## src/rtl/axis_lfsr_check.sv

```systemverilog
// AXI-stream frame checker: regenerates the axis_gen LFSR sequence and compares
// it beat by beat, reporting mismatch count, first bad index and tlast framing errors.
module axis_lfsr_check #(
  parameter int          N     = 16,
  parameter int          DATAW = 64,
  parameter logic [63:0] SEED  = 64'hFEDCBA9876543210,
  parameter int          ADDRW = $clog2(N)
) (
  input  logic             clk,
  input  logic             arstn,
  input  logic             start,
  input  logic             hold,
  input  logic [DATAW-1:0] stream_in_tdata,
  input  logic             stream_in_tvalid,
  output logic             stream_in_tready,
  input  logic             stream_in_tlast,
  output logic [ADDRW:0]   err_count,
  output logic [ADDRW-1:0] first_err_idx,
  output logic             frame_err,
  output logic             done,
  output logic             pass
);

  localparam logic [63:0] FB_MASK = 64'hD800000000000000;

  typedef enum logic [1:0] {
    IDLE = 2'd0,
    RUN  = 2'd1,
    DONE = 2'd2
  } state_t;

  state_t           state;
  logic [63:0]      lfsr;
  logic [ADDRW-1:0] idx;

  logic             hs;
  logic             mism;
  logic             last_beat;
  logic             tlast_bad;
  logic [ADDRW:0]   err_nxt;
  logic             ferr_nxt;

  function automatic logic [63:0] lfsr_next(input logic [63:0] s);
    return (s >> 1) ^ (s[0] ? FB_MASK : 64'h0);
  endfunction

  function automatic logic [ADDRW:0] sat_inc(input logic [ADDRW:0] v);
    return (&v) ? v : v + 1'b1;
  endfunction

  // tready is combinational so an async reset drops it immediately
  assign stream_in_tready = (state == RUN) && !hold;

  always_comb begin
    hs        = stream_in_tvalid && stream_in_tready;
    mism      = stream_in_tdata != lfsr[DATAW-1:0];
    last_beat = idx == ADDRW'(N - 1);
    tlast_bad = last_beat ? !stream_in_tlast : stream_in_tlast;
    err_nxt   = mism ? sat_inc(err_count) : err_count;
    ferr_nxt  = frame_err || tlast_bad;
  end

  always_ff @(posedge clk or negedge arstn) begin
    if (!arstn) begin
      state         <= IDLE;
      lfsr          <= SEED;
      idx           <= '0;
      err_count     <= '0;
      first_err_idx <= '0;
      frame_err     <= 1'b0;
      done          <= 1'b0;
      pass          <= 1'b0;
    end else if (start) begin
      // start from any state re-arms; a beat accepted this cycle is dropped
      state         <= RUN;
      lfsr          <= SEED;
      idx           <= '0;
      err_count     <= '0;
      first_err_idx <= '0;
      frame_err     <= 1'b0;
      done          <= 1'b0;
      pass          <= 1'b0;
    end else begin
      case (state)
        RUN: begin
          if (hs) begin
            lfsr      <= lfsr_next(lfsr);
            err_count <= err_nxt;
            frame_err <= ferr_nxt;
            if (mism && (err_count == '0))
              first_err_idx <= idx;
            if (last_beat) begin
              state <= DONE;
              done  <= 1'b1;
              pass  <= (err_nxt == '0) && !ferr_nxt;
            end else begin
              idx <= idx + ADDRW'(1);
            end
          end
        end
        default: ;
      endcase
    end
  end

endmodule

```

## config.mk

```make
export PLATFORM = sky130hd
export DESIGN_NAME = axis_lfsr_check
export DESIGN_NICKNAME = d
export VERILOG_FILES = /design/src/rtl/axis_lfsr_check.sv
export SDC_FILE = /design/constraint.sdc
export NUM_CORES = 1
export LEC_CHECK = 0
export CAP_MARGIN = 5
export CORE_MARGIN = 2
export CORE_UTILIZATION = 40
export CTS_CLUSTER_SIZE = 25
export DETAILED_ROUTE_END_ITERATION = 8
export PLACE_DENSITY = 0.71
export SLEW_MARGIN = 40
export SYNTH_ARGS = -nofsm -noshare
export SYNTH_HDL_FRONTEND = slang
export SYNTH_SLANG_ARGS = --single-unit
```

## constraint.sdc

```tcl
create_clock -name clk -period 2.43 [get_ports clk]
set_input_delay 0.3645 -clock clk [delete_from_list [all_inputs] [get_ports clk]]
set_output_delay 0.3645 -clock clk [all_outputs]
set_load 0.05 [all_outputs]
```

## After elaboration in Yosys (flattened, before gate mapping)

Cells that the tools add are included.

- Flip-flop bits (word level): 82
- Input bits: 70
- Output and inout port bits: 13
- Word-level logic and storage cells: 67

- $add $sub $neg: 2
- Equality and inequality tests: 4
- Multiplexer cells: 33
- Bitwise operators: 1
- Reductions and logical operators: 19

Operator list:

| cell | number |
|---|---|
| 2-to-1 mux 64 bit | 4 |
| != test 64 bit | 1 |
| bitwise XOR 63 x 64 -> 64 bit | 1 |
| 2-to-1 mux 4 bit | 8 |
| 2-to-1 mux 5 bit | 5 |
| 2-to-1 mux 1 bit | 12 |
| logical NOT 5 bit | 2 |
| AND reduction 3 bit | 3 |
| 2-to-1 mux 2 bit | 4 |
| nonzero test 2 bit | 4 |
| adder 5 x 1 -> 5 bit, second input constant | 1 |
| AND reduction 5 bit | 1 |
| adder 4 x 1 -> 4 bit, second input constant | 1 |
| == test 4 bit, second input constant | 1 |
| logical AND 1 bit | 4 |
| logical NOT 1 bit | 3 |
| == test 2 x 1 -> 1 bit, second input constant | 1 |
| != test 2 bit, second input constant | 1 |
| AND reduction 2 bit | 1 |
| logical OR 1 bit | 1 |

## Logic depth before layout (Yosys ltp)

Gate-level depths: netlist of run 1.

- Depth in word-level cells: 9
- Mapped depth: 8
- Depth with buffers taken out: 7

## Worst setup path after synthesis of run 1

OpenSTA, ideal clock, no wires.

- Path type: register to register
- Start point: register, netlist name done
- End point: register lfsr[12]
- Library setup time: 0.084 ns
- Data arrival time: 2.968 ns
- Data required time: 2.346 ns
- Slack: -0.622 ns
- Stages on the path, launching flop included: 7
- Buffers on the path: 2
- Period minus slack after synthesis: 3.052 ns
- Path through: dfrtp_1 > nor3b_1 > nand2_1 > clkbuf_1 > clkbuf_1 > nand2_1 > nand3b_1

RTL lines:

| element | line | text |
|---|---|---|
| end signal: assignment | 87 | `lfsr <= lfsr_next(lfsr);` |
| end: declaration | 33 | `logic [63:0] lfsr;` |

## Final worst setup path of run 1

- Start point: register err_count[3]
- End point: output port err_count[3]

RTL lines:

| element | line | text |
|---|---|---|
| start: declaration | 17 | `output logic [ADDRW:0] err_count,` |
| start signal: assignment | 88 | `err_count <= err_nxt;` |

No word-level cell between the ends.

==> out/results.txt, run 1 <==
Outcome: complete, no violations
H-tree depth: 3
Achievable Freq: 0.469 GHz
Buf/Inv on CP: 1
Post-Synth Simple-Gate Area: 25.2%
Syn Area/Cell: 9.30 sq um
Pins Over Slew Limit: 0
Post-synthesis cell count: 464
CTS max path bufs: 2
Post-synthesis mux area share: 0.232%
Vias in the first global route: 3,534
Final instance area: 5520 sq um
Unrepaired setup endpoints after global routing: false
Compound-Gate Fraction of Synth Area: 8.36%
HPWL Detailed: 7950 um
Slowest cell delay on critical path: 870 ps
Clock latency on the worst-skew pair: 360 ps
FP Rows: 37
Crit Path Max Fanout: 10
Crit path required time: 2070 ps
Layout cells sized above 1: 13.9%
Leak Pwr: 2.16 nW
Clock transition at path regs: 90 ps
Vias post-DR: 3,570
Placed cell count: 666
Count leader, synth: nand2_1
CP Cell Sequence: clkdlybuf4s50_1
CP delay by family, top: buffers and inverters
DR vias/cell: 5.23
Worst Hold Margin: 501 ps
Critical Path Start Type: flop
Post-synthesis share of cell area spent on xor and xnor gates: 14.2%
Min Tclk post-route: 2130 ps
Ys Warns: 0
Die footprint: 11,600 sq um
Setup tns final: 0 ps
Async S/R FF share, synth: 100%
Die Wd: 108 um
Leading area contributor after synthesis: dfrtp_1
Synth Flop Type: dfrtp_1
Largest net degree at the start of global routing: 68
Most frequent cells after synthesis: 130 x nand2_1, 67 x xnor2_1, 49 x dfrtp_1, 43 x a21oi_1, 32 x dfstp_2
Area share of fa/ha/maj cells after synthesis: 0.870%
Syn nets: 537
Antenna violations before repair: 0
Max_cap viols: 0
Placed inst area: 5310 sq um
Area Growth Syn to Fin: 28.0%
Yosys cell types: 43
Seq/Total Area, Yosys: 47.9%
TritonCTS clock tree: done
Placer Congestion: 0.798
Clk root buf: clkbuf_8
Final hold violation count: 0
Clock Sinks: 81
Setup WS pre-CTS: -18.4 ps
Die height: 108 um
Setup violations, final: 0
First-pass DRT Iterations: 5
Top-area cell type share of the netlist area: 28.4%
Top post-synthesis cells by area: dfrtp_1 28%, dfstp_2 19%, xnor2_1 14%, nand2_1 11%, nand3b_1 5.0%
Initial Util: 41.4%
Worst slew pin tran: 812 ps
Routed WL per cell: 16.6 um
Skew final: 14.6 ps
Ant. Diodes: 0
Worst slew margin relative to its limit: 45.8%
Power Density: 548 nW/um^2
Number of CTS-inserted buffers: 9
Core area: 10,400 sq um
Final wirelength: 11,300 um
Nets: 615
First-pass GRT wire length: 18,100 um
Setup ws final: 298 ps
Critical path class: reg -> out
Routed Antenna Nets: 0
Remaining DRCs: 0
Slowest CP cell: clkdlybuf4s50_1
PortBufs: 82
GRT Total Usage: 20.2%
R2R setup slack: 330 ps
VDD IR max: 268 uV
Crit. End Element: output pin
EDFF count, synth: 0
GR Overflow Total: 0
Yosys reg bits: 81
I/O pin cnt: 83
Number of fill cells in the layout: 955
Largest family of logic cells by synthesized area: simple AND/OR/NAND/NOR gates
Cts repair resizes: 0
Tcrit/Tclk final: 87.7%
Worst hold path type: reg -> reg
WP data arrival: 1770 ps
Mapped Area: 4310 sq um
Layout Cells excl Fill: 683
Number of DRC markers in iteration 0: 200
[cell type report]
class,count,area (sq um),area share (%)
inverter,5,18.8,0.340
tap,136,170,3.08
clock buffer,9,124,2.24
multi-input combinational,350,2110,38.3
sequential,81,2070,37.5
timing repair buffer,95,948,17.2
clock inverter,7,77.6,1.41
[cells in the final DEF, fill, tap and decap left out, types with 2 or more instances in the layout]
cell type and instances:
nor4b_1 2, inv_6 2, nand4_1 16, clkdlybuf4s50_1 79, nor4_1 2, or3_1 2
nand3b_1 29, dfrtp_1 49, nand3_1 8, dfstp_2 32, buf_12 3, o21ai_0 2
ha_1 3, nand2_1 129, inv_1 5, clkbuf_8 9, a211o_1 3, xnor2_1 67
o21ai_1 6, a21oi_1 43, nand4_2 2, clkinv_4 2, nor4_2 4, nor2_1 11
buf_4 11
[sequential cells by signal, indices dropped and copies added, names as in the netlist]
register	cells
done	1
err_count	5
pass	1
state	1
first_err_idx	4
idx	4
lfsr	64
frame_err	1
[power by group]
| group | internal, mW | total, mW | switching [mW] |
|---|---|---|---|
| clock network | 0.484 | 1.02 | 0.536 |
| registers | 1.44 | 1.50 | 0.0659 |
| logic | 0.254 | 0.502 | 0.249 |
| total | 2.17 | 3.02 | 0.851 |
[kinds of logic (layout without fill, tap and decap cells)]
logic type               Yosys count  after routing
multiplexers                       1              1
AND/OR/NAND/NOR                  215            215
AO/OA/AOI/OAI                     62             62
buffers and inverters             33            116
adder cells (fa/ha/maj)            3              3
flip-flops                        81             81
XOR/XNOR                          69             69
[final timing paths]
check	endpoint	start	cells past startpoint
worst max register to register	err_count[2]	lfsr[44]	8
max in group asynchronous	lfsr[62]	arstn	3
min in group asynchronous	pass	arstn	2
worst max-delay path	err_count[3]	err_count[3]	1
worst min register to register	lfsr[43]	lfsr[44]	2
worst min-delay path	lfsr[43]	lfsr[44]	2
[layer usage]
layer  vias up  share of wire [%]  global-route usage (%)  routed length (um)
li1       1718                  -                       -                   -
met1      1737                 46                    28.8                5200
met2       100                 47                    30.8                5340
met3        15                5.0                    3.63                 562
met4         0                1.8                    7.14                 208
met5         -                  0                       0                   0
[timing repair]
action,CTS,global route
endpoints found under the hold margin,16,0
hold buffers,1,0
setup buffers,0,0
[metrics by stage]
step / utilization, % / total power, mW
2_1_floorplan: - / 1.78
3_3_place_gp: 51.0 / 2.02
3_5_place_dp: 51.0 / 2.03
4_1_cts: 53.0 / 3.05
5_1_grt: 53.0 / 3.16
6_report: 53.0 / 3.02
Power figures use the tool's default switching activity.
==> run 2, diff against run 1 <==
--- a/config.mk
+++ b/config.mk
@@ -11,6 +11,8 @@
 export CTS_CLUSTER_SIZE = 25
 export DETAILED_ROUTE_END_ITERATION = 8
 export PLACE_DENSITY = 0.71
+export SETUP_SLACK_MARGIN = 0.3
+export SKIP_LAST_GASP = 1
 export SLEW_MARGIN = 40
 export SYNTH_ARGS = -nofsm -noshare
 export SYNTH_HDL_FRONTEND = slang
==> constraint.sdc (replaced) <==
create_clock -name clk -period 2.43 [get_ports clk]
set_input_delay 0.486 -clock clk [delete_from_list [all_inputs] [get_ports clk]]
set_output_delay 0.486 -clock clk [all_outputs]
set_load 0.05 [all_outputs]
==> run 2 against run 1 <==
Flip-flop and latch count did not move. Register-to-register slack lost 20 ps. Power increased by 3.5%. Largest cell class unchanged.
==> out/results.txt, run 2 (same netlist as run 1, synthesis figures left out) <==
Number of DRC markers in iteration 0: 231 (was 200)
TritonCTS clock tree: done (unchanged)
Clk root buf: clkbuf_8 (unchanged)
Largest net degree at the start of global routing: 68 (unchanged)
Area Growth Syn to Fin: 32.8% (was 28.0%)
Largest regs: lfsr (64), err_count (5) (unchanged)
Worst hold path type: in -> async (was reg -> reg)
I/O pin cnt: 83 (unchanged)
Worst r2r dst: pass (was err_count[2])
Vias in the first global route: 3,578 (was 3,534)
Slowest CP cell: clkdlybuf4s50_1 (unchanged)
Core area: 10,400 sq um (unchanged)
Number of CTS-inserted buffers: 9 (unchanged)
Final hold violation count: 0 (unchanged)
Commonest non-fill, non-tap cells in the layout: 129 x nand2_1, 72 x clkdlybuf4s50_1, 60 x xnor2_1 (was 129 x nand2_1, 79 x clkdlybuf4s50_1, 67 x xnor2_1)
Tcrit/Tclk final: 88.4% (was 87.7%)
Setup WS pre-CTS: -240 ps (was -18.4 ps)
Clock latency on the worst-skew pair: 360 ps (about the same)
Final wirelength: 11,500 um (was 11,300 um)
Final instance area: 5730 sq um (was 5520 sq um)
Die Wd: 108 um (unchanged)
Crit. End Element: flop (was output pin)
Leak Pwr: 2.31 nW (was 2.16 nW)
Routed Antenna Nets: 0 (unchanged)
Die height: 108 um (unchanged)
CP Cell Sequence: clkdlybuf4s50_1, xnor2_1, nand4_1, nor4_4, and4_4, mux2i_4, o32ai_2 (was clkdlybuf4s50_1)
Most flop-heavy register: lfsr (unchanged)
Worst Hold Margin: 119 ps (was 501 ps)
H-tree depth: 3 (unchanged)
Initial Util: 41.4% (unchanged)
Antenna violations before repair: 0 (unchanged)
First-pass GRT wire length: 18,300 um (was 18,100 um)
Placed inst area: 5360 sq um (was 5310 sq um)
Outcome: complete, no violations (unchanged)
Max_cap viols: 0 (unchanged)
Grt met3 use: 2.91% (was 3.63%)
Crit path required time: 2650 ps (was 2070 ps)
WP data arrival: 2370 ps (was 1770 ps)
Routed WL per cell: 16.7 um (was 16.6 um)
Achievable Freq: 0.465 GHz (was 0.469 GHz)
Remaining DRCs: 0 (unchanged)
RR Startpoint: lfsr[41] (was lfsr[44])
First-pass DRT Iterations: 4 (was 5)
Vias post-DR: 3,585 (was 3,570)
Worst slew margin relative to its limit: 61.7% (was 45.8%)
Met2 usage: 31.6% (was 30.8%)
Placer Congestion: 0.819 (was 0.798)
Ant. Diodes: 0 (unchanged)
GRT Total Usage: 20.2% (about the same)
Nets: 618 (was 615)
CP delay by family, top: simple AND/OR/NAND/NOR gates (was buffers and inverters)
DR vias/cell: 5.23 (about the same)
Critical path class: in -> reg (was reg -> out)
Leading cell type in the layout, fill and taps excluded: nand2_1 (unchanged)
Tot Pwr: 3.13 mW (was 3.02 mW)
Setup violations, final: 0 (unchanged)
GR Overflow Total: 0 (unchanged)
Hold buffers post-CTS: 0 (was 1)
Worst reg2reg path depth: 6 (was 8)
Critical Path Start Type: input pin (was flop)
VDD IR max: 240 uV (was 268 uV)
FP Rows: 37 (unchanged)
Buf/Inv on CP: 1 (unchanged)
Grt peak-use layer: met2 (unchanged)
Layout cells sized above 1: 17.7% (was 13.9%)
Crit Path Max Fanout: 4 (was 10)
Clock Sinks: 81 (unchanged)
Met1 usage: 28.5% (was 28.8%)
Max reg flops: 64 (unchanged)
CTS max path bufs: 2 (unchanged)
Clock transition at path regs: 80 ps (was 90 ps)
Skew final: 8.58 ps (was 14.6 ps)
R2R setup slack: 310 ps (was 330 ps)
HPWL Detailed: 8120 um (was 7950 um)
Slowest cell delay on critical path: 490 ps (was 870 ps)
Setup ws final: 281 ps (was 298 ps)
Min Tclk post-route: 2150 ps (was 2130 ps)
PortBufs: 82 (unchanged)
Worst slew pin tran: 574 ps (was 812 ps)
Unrepaired setup endpoints after global routing: true (was false)
Die footprint: 11,600 sq um (unchanged)
Pins Over Slew Limit: 0 (unchanged)
Power Density: 547 nW/um^2 (was 548 nW/um^2)
run 2: cell count changes in the layout (fill, tap and decap cells not counted), moves of 2 or more:
cell,change
dlygate4sd2_1,+5
buf_12,+2
nor4_4,+2
dlymetal6s2s_1,+2
buf_6,+2
o21ai_1,-2
a21oi_1,-4
xnor2_2,+7
a21oi_2,+3
o21ai_2,+2
xnor2_1,-7
nor4_2,-2
clkdlybuf4s50_1,-7
run 2: worst max path at each step:
stage | slack (ps) | endpoint | depth (start not counted) | start
after floorplan | 390 | err_count[0] | 6 | done
after global placement | -200 | err_count[2] | 9 | stream_in_tdata[10]
after detailed placement | -240 | err_count[2] | 9 | stream_in_tdata[10]
after CTS | 230 | err_count[2] | 10 | stream_in_tdata[13]
after global routing | 240 | pass | 7 | stream_in_tdata[26]
final | 280 | pass | 7 | stream_in_tdata[26]
run 2: cell type report:
| type | instances | area [sq um] |
|---|---|---|
| Tap cell | 136 | 170 |
| Clock inverter | 6 | 92.6 |
| Timing Repair Buffer | 98 | 1000 |
| Multi-Input combinational cell | 350 | 2260 |
| Sequential cell | 81 | 2070 |
| Fill cell | 934 | 4690 |
| Inverter | 5 | 18.8 |
| Clock buffer | 9 | 124 |
run 2: metrics by stage:
stage | setup TNS (ps) | utilization (%) | instances
2_1_floorplan | 0 | - | 464
3_3_place_gp | -1670 | 51.5 | 669
3_5_place_dp | -2040 | 51.5 | 669
4_1_cts | 0 | 53.9 | 685
5_1_grt | 0 | 55.0 | 685
6_report | 0 | 55.0 | 685
run 2: worst reg2reg max path: cells and delay by family, from the launching register on:
family / cells / cell delay [ps]
simple gates: 3 / 940
mux: 1 / 250
xor+xnor: 1 / 130
flops: 1 / 570
compound gates: 1 / 90
run 2: what timing repair did:
action	4_1_cts	5_1_grt
buffers inserted	1	0
pin swaps	3	17
resized for setup	12	20
setup endpoints to repair	15	10
run 2: where the power goes:
| part | total [mW] | switching [mW] | internal (mW) |
|---|---|---|---|
| registers | 1.50 | 0.0680 | 1.44 |
| logic | 0.530 | 0.260 | 0.270 |
| clock network | 1.10 | 0.519 | 0.578 |
run 2: per-layer routing:
metal | vias up | part of all wire [%]
li1 | 1718 | -
met1 | 1748 | 46
met2 | 101 | 48
met3 | 18 | 4.5
met4 | 0 | 2.1
met5 | - | 0
==> run 3, diff against run 2 <==
--- a/config.mk
+++ b/config.mk
@@ -6,6 +6,7 @@
 export NUM_CORES = 1
 export LEC_CHECK = 0
 export CAP_MARGIN = 5
+export CORE_ASPECT_RATIO = 0.6
 export CORE_MARGIN = 2
 export CORE_UTILIZATION = 40
 export CTS_CLUSTER_SIZE = 25
==> constraint.sdc (replaced) <==
create_clock -name clk -period 2.2 [get_ports clk]
set_input_delay 0.44 -clock clk [delete_from_list [all_inputs] [get_ports clk]]
set_output_delay 0.44 -clock clk [all_outputs]
set_load 0.05 [all_outputs]
==> run 3 against run 2 <==
Hold slack worse by 54 ps. Clock skew hardly changed. Register-to-register slack worse by 270 ps. Clock-buffer cell count is 6 higher.
==> out/results.txt, run 3 (same netlist as run 1, synthesis figures left out) <==
Outcome: complete, no violations (unchanged)
First-pass GRT wire length: 19,900 um (was 18,300 um)
Initial Util: 41.0% (was 41.4%)
Clock latency on the worst-skew pair: 350 ps (was 360 ps)
Placed inst area: 5400 sq um (was 5360 sq um)
Leading cell type in the layout, fill and taps excluded: nand2_1 (unchanged)
First-pass DRT Iterations: 5 (was 4)
Setup violations, final: 0 (unchanged)
Worst r2r dst: pass (unchanged)
Met2 wire len: 5070 um (was 5460 um)
Core area: 10,500 sq um (was 10,400 sq um)
RR Startpoint: lfsr[13] (was lfsr[41])
Placer Congestion: 0.874 (was 0.819)
Max_cap viols: 0 (unchanged)
Routed Antenna Nets: 0 (unchanged)
Area Growth Syn to Fin: 38.8% (was 32.8%)
HPWL Detailed: 8310 um (was 8120 um)
Min Tclk post-route: 2160 ps
Layout cells sized above 1: 22.7% (was 17.7%)
WP data arrival: 2380 ps (was 2370 ps)
Final wirelength: 12,200 um (was 11,500 um)
Clock transition at path regs: 60 ps (was 80 ps)
GR Overflow Total: 0 (unchanged)
Number of CTS-inserted buffers: 9 (unchanged)
Vias post-DR: 3,769 (was 3,585)
Worst slew margin relative to its limit: 58.4% (was 61.7%)
Routed WL per cell: 17.4 um (was 16.7 um)
FP Rows: 29 (was 37)
GRT Total Usage: 22.0% (was 20.2%)
Met3 WL: 1200 um (was 515 um)
Cell mode on critical path: buf_6
Crit. End Element: flop (unchanged)
Max reg flops: 64 (unchanged)
Crit Path Max Fanout: 3 (was 4)
Number of DRC markers in iteration 0: 345 (was 231)
Worst slew pin tran: 623 ps (was 574 ps)
Tot Pwr: 3.69 mW (was 3.13 mW)
Worst Hold Margin: 65.6 ps (was 119 ps)
Sequential cell area: 2070 sq um (unchanged)
Skew final: 8.54 ps (was 8.58 ps)
Wl on met1: 5860 um (was 5250 um)
Tcrit/Tclk final: 98.0%
Critical path class: reg -> reg (was in -> reg)
Setup ws final: 42.9 ps (was 281 ps)
CP Cell Sequence: xnor2_4, buf_6, nand4_1, nor4_4, and4_4, buf_6, mux2i_1, o32ai_1 (was clkdlybuf4s50_1, xnor2_1, nand4_1, nor4_4, and4_4, mux2i_4, o32ai_2)
Largest net degree at the start of global routing: 54 (was 68)
Power Density: 617 nW/um^2 (was 547 nW/um^2)
Setup WS pre-CTS: -357 ps (was -240 ps)
Hold buffers post-CTS: 0 (unchanged)
Commonest non-fill, non-tap cells in the layout: 127 x nand2_1, 49 x xnor2_1, 48 x dfrtp_1 (was 129 x nand2_1, 72 x clkdlybuf4s50_1, 60 x xnor2_1)
H-tree depth: 3 (unchanged)
Number of fill cells in the layout: 903 (was 934)
Vias in the first global route: 3,716 (was 3,578)
Clock Sinks: 81 (unchanged)
Layout Cells excl Fill: 703 (was 685)
Most flop-heavy register: lfsr (unchanged)
Ant. Diodes: 0 (unchanged)
DR vias/cell: 5.36 (was 5.23)
Pins Over Slew Limit: 0 (unchanged)
Remaining DRCs: 0 (unchanged)
Die footprint: 11,700 sq um (was 11,600 sq um)
Worst hold path type: in -> async (unchanged)
Setup tns final: 0 ps (unchanged)
DR top layer: met4 (unchanged)
PortBufs: 82 (unchanged)
Placed cell count: 673 (was 669)
Slowest CP cell: dfstp_2 (was clkdlybuf4s50_1)
CTS max path bufs: 2 (unchanged)
Die Wd: 138 um (was 108 um)
Antenna violations before repair: 0 (unchanged)
Util after Layout: 56.9% (was 55.0%)
Critical Path Start Type: flop (was input pin)
Largest regs: lfsr (64), err_count (5) (unchanged)
TritonCTS clock tree: done (unchanged)
Clk root buf: clkbuf_16 (was clkbuf_8)
I/O pin cnt: 83 (unchanged)
Worst reg2reg path depth: 8 (was 6)
Multi-input gate area: 2390 sq um (was 2260 sq um)
Crit path required time: 2420 ps (was 2650 ps)
Die height: 84.4 um (was 108 um)
Final hold violation count: 0 (unchanged)
Achievable Freq: 0.464 GHz
Leak Pwr: 2.54 nW (was 2.31 nW)
Final instance area: 5990 sq um (was 5730 sq um)
Unrepaired setup endpoints after global routing: true (unchanged)
R2R setup slack: 40 ps (was 310 ps)
VDD IR max: 402 uV (was 240 uV)
Slowest cell delay on critical path: 580 ps (was 490 ps)
Nets: 632 (was 618)
==> run 3: changes by cell type in the layout (fill, tap and decap cells not counted), moves of 3 or more <==
cell | before | now
xnor2_2 | 8 | 18
dlygate4sd2_1 | 5 | 46
clkbuf_16 | 0 | 9
buf_4 | 11 | 21
clkdlybuf4s50_1 | 72 | 31
clkbuf_8 | 9 | 2
nand3_2 | 1 | 4
nand3_1 | 7 | 3
clkbuf_1 | 0 | 4
xnor2_1 | 60 | 49
==> run 3: repair_timing <==
| action | 4_1_cts | 5_1_grt |
|---|---|---|
| setup buffers | 13 | 0 |
| pin swaps | 41 | 9 |
| gates resized for setup | 84 | 16 |
| cloned | 1 | 0 |
| endpoints found under the setup margin | 24 | 12 |
| endpoints found under the hold margin | 0 | 0 |
==> run 3: power breakdown <==
group	leakage, nW	internal, mW	switching [mW]
clock	0.134	0.826	0.579
combinational	1.40	0.310	0.313
sequential	1.00	1.59	0.0754
==> run 3: final cells by class <==
| class | instances | share of cell area (%) |
|---|---|---|
| tap | 139 | 2.91 |
| multi-input combinational | 350 | 39.9 |
| sequential | 81 | 34.6 |
| timing repair buffer | 112 | 17.8 |
| clock inverter | 1 | 0.0836 |
| inverter | 5 | 0.314 |
| clock buffer | 15 | 4.47 |
==> run 3: critical path, delay by kind of cell, from the launching register on <==
family | cells | cell delay, ps
xor+xnor | 1 | 150
flops | 1 | 580
simple gates | 3 | 790
compound gates | 1 | 110
mux | 1 | 190
buf+inv | 2 | 230
==> run 3: metal layers <==
layer	track usage (%)	vias up
li1	-	1754
met1	33.5	1850
met2	29.9	153
met3	7.13	12
met4	5.29	0
met5	0	-
==> run 3: worst max-delay path by stage <==
stage / startpoint / end / slack, ps / depth (start not counted)
2_1_floorplan: done / err_count[0] / 230 / 6
3_3_place_gp: stream_in_tdata[10] / err_count[2] / -320 / 8
3_5_place_dp: stream_in_tdata[10] / err_count[2] / -360 / 8
4_1_cts: lfsr[26] / err_count[2] / 150 / 7
5_1_grt: lfsr[13] / pass / -60 / 8
6_report: lfsr[13] / pass / 40 / 8
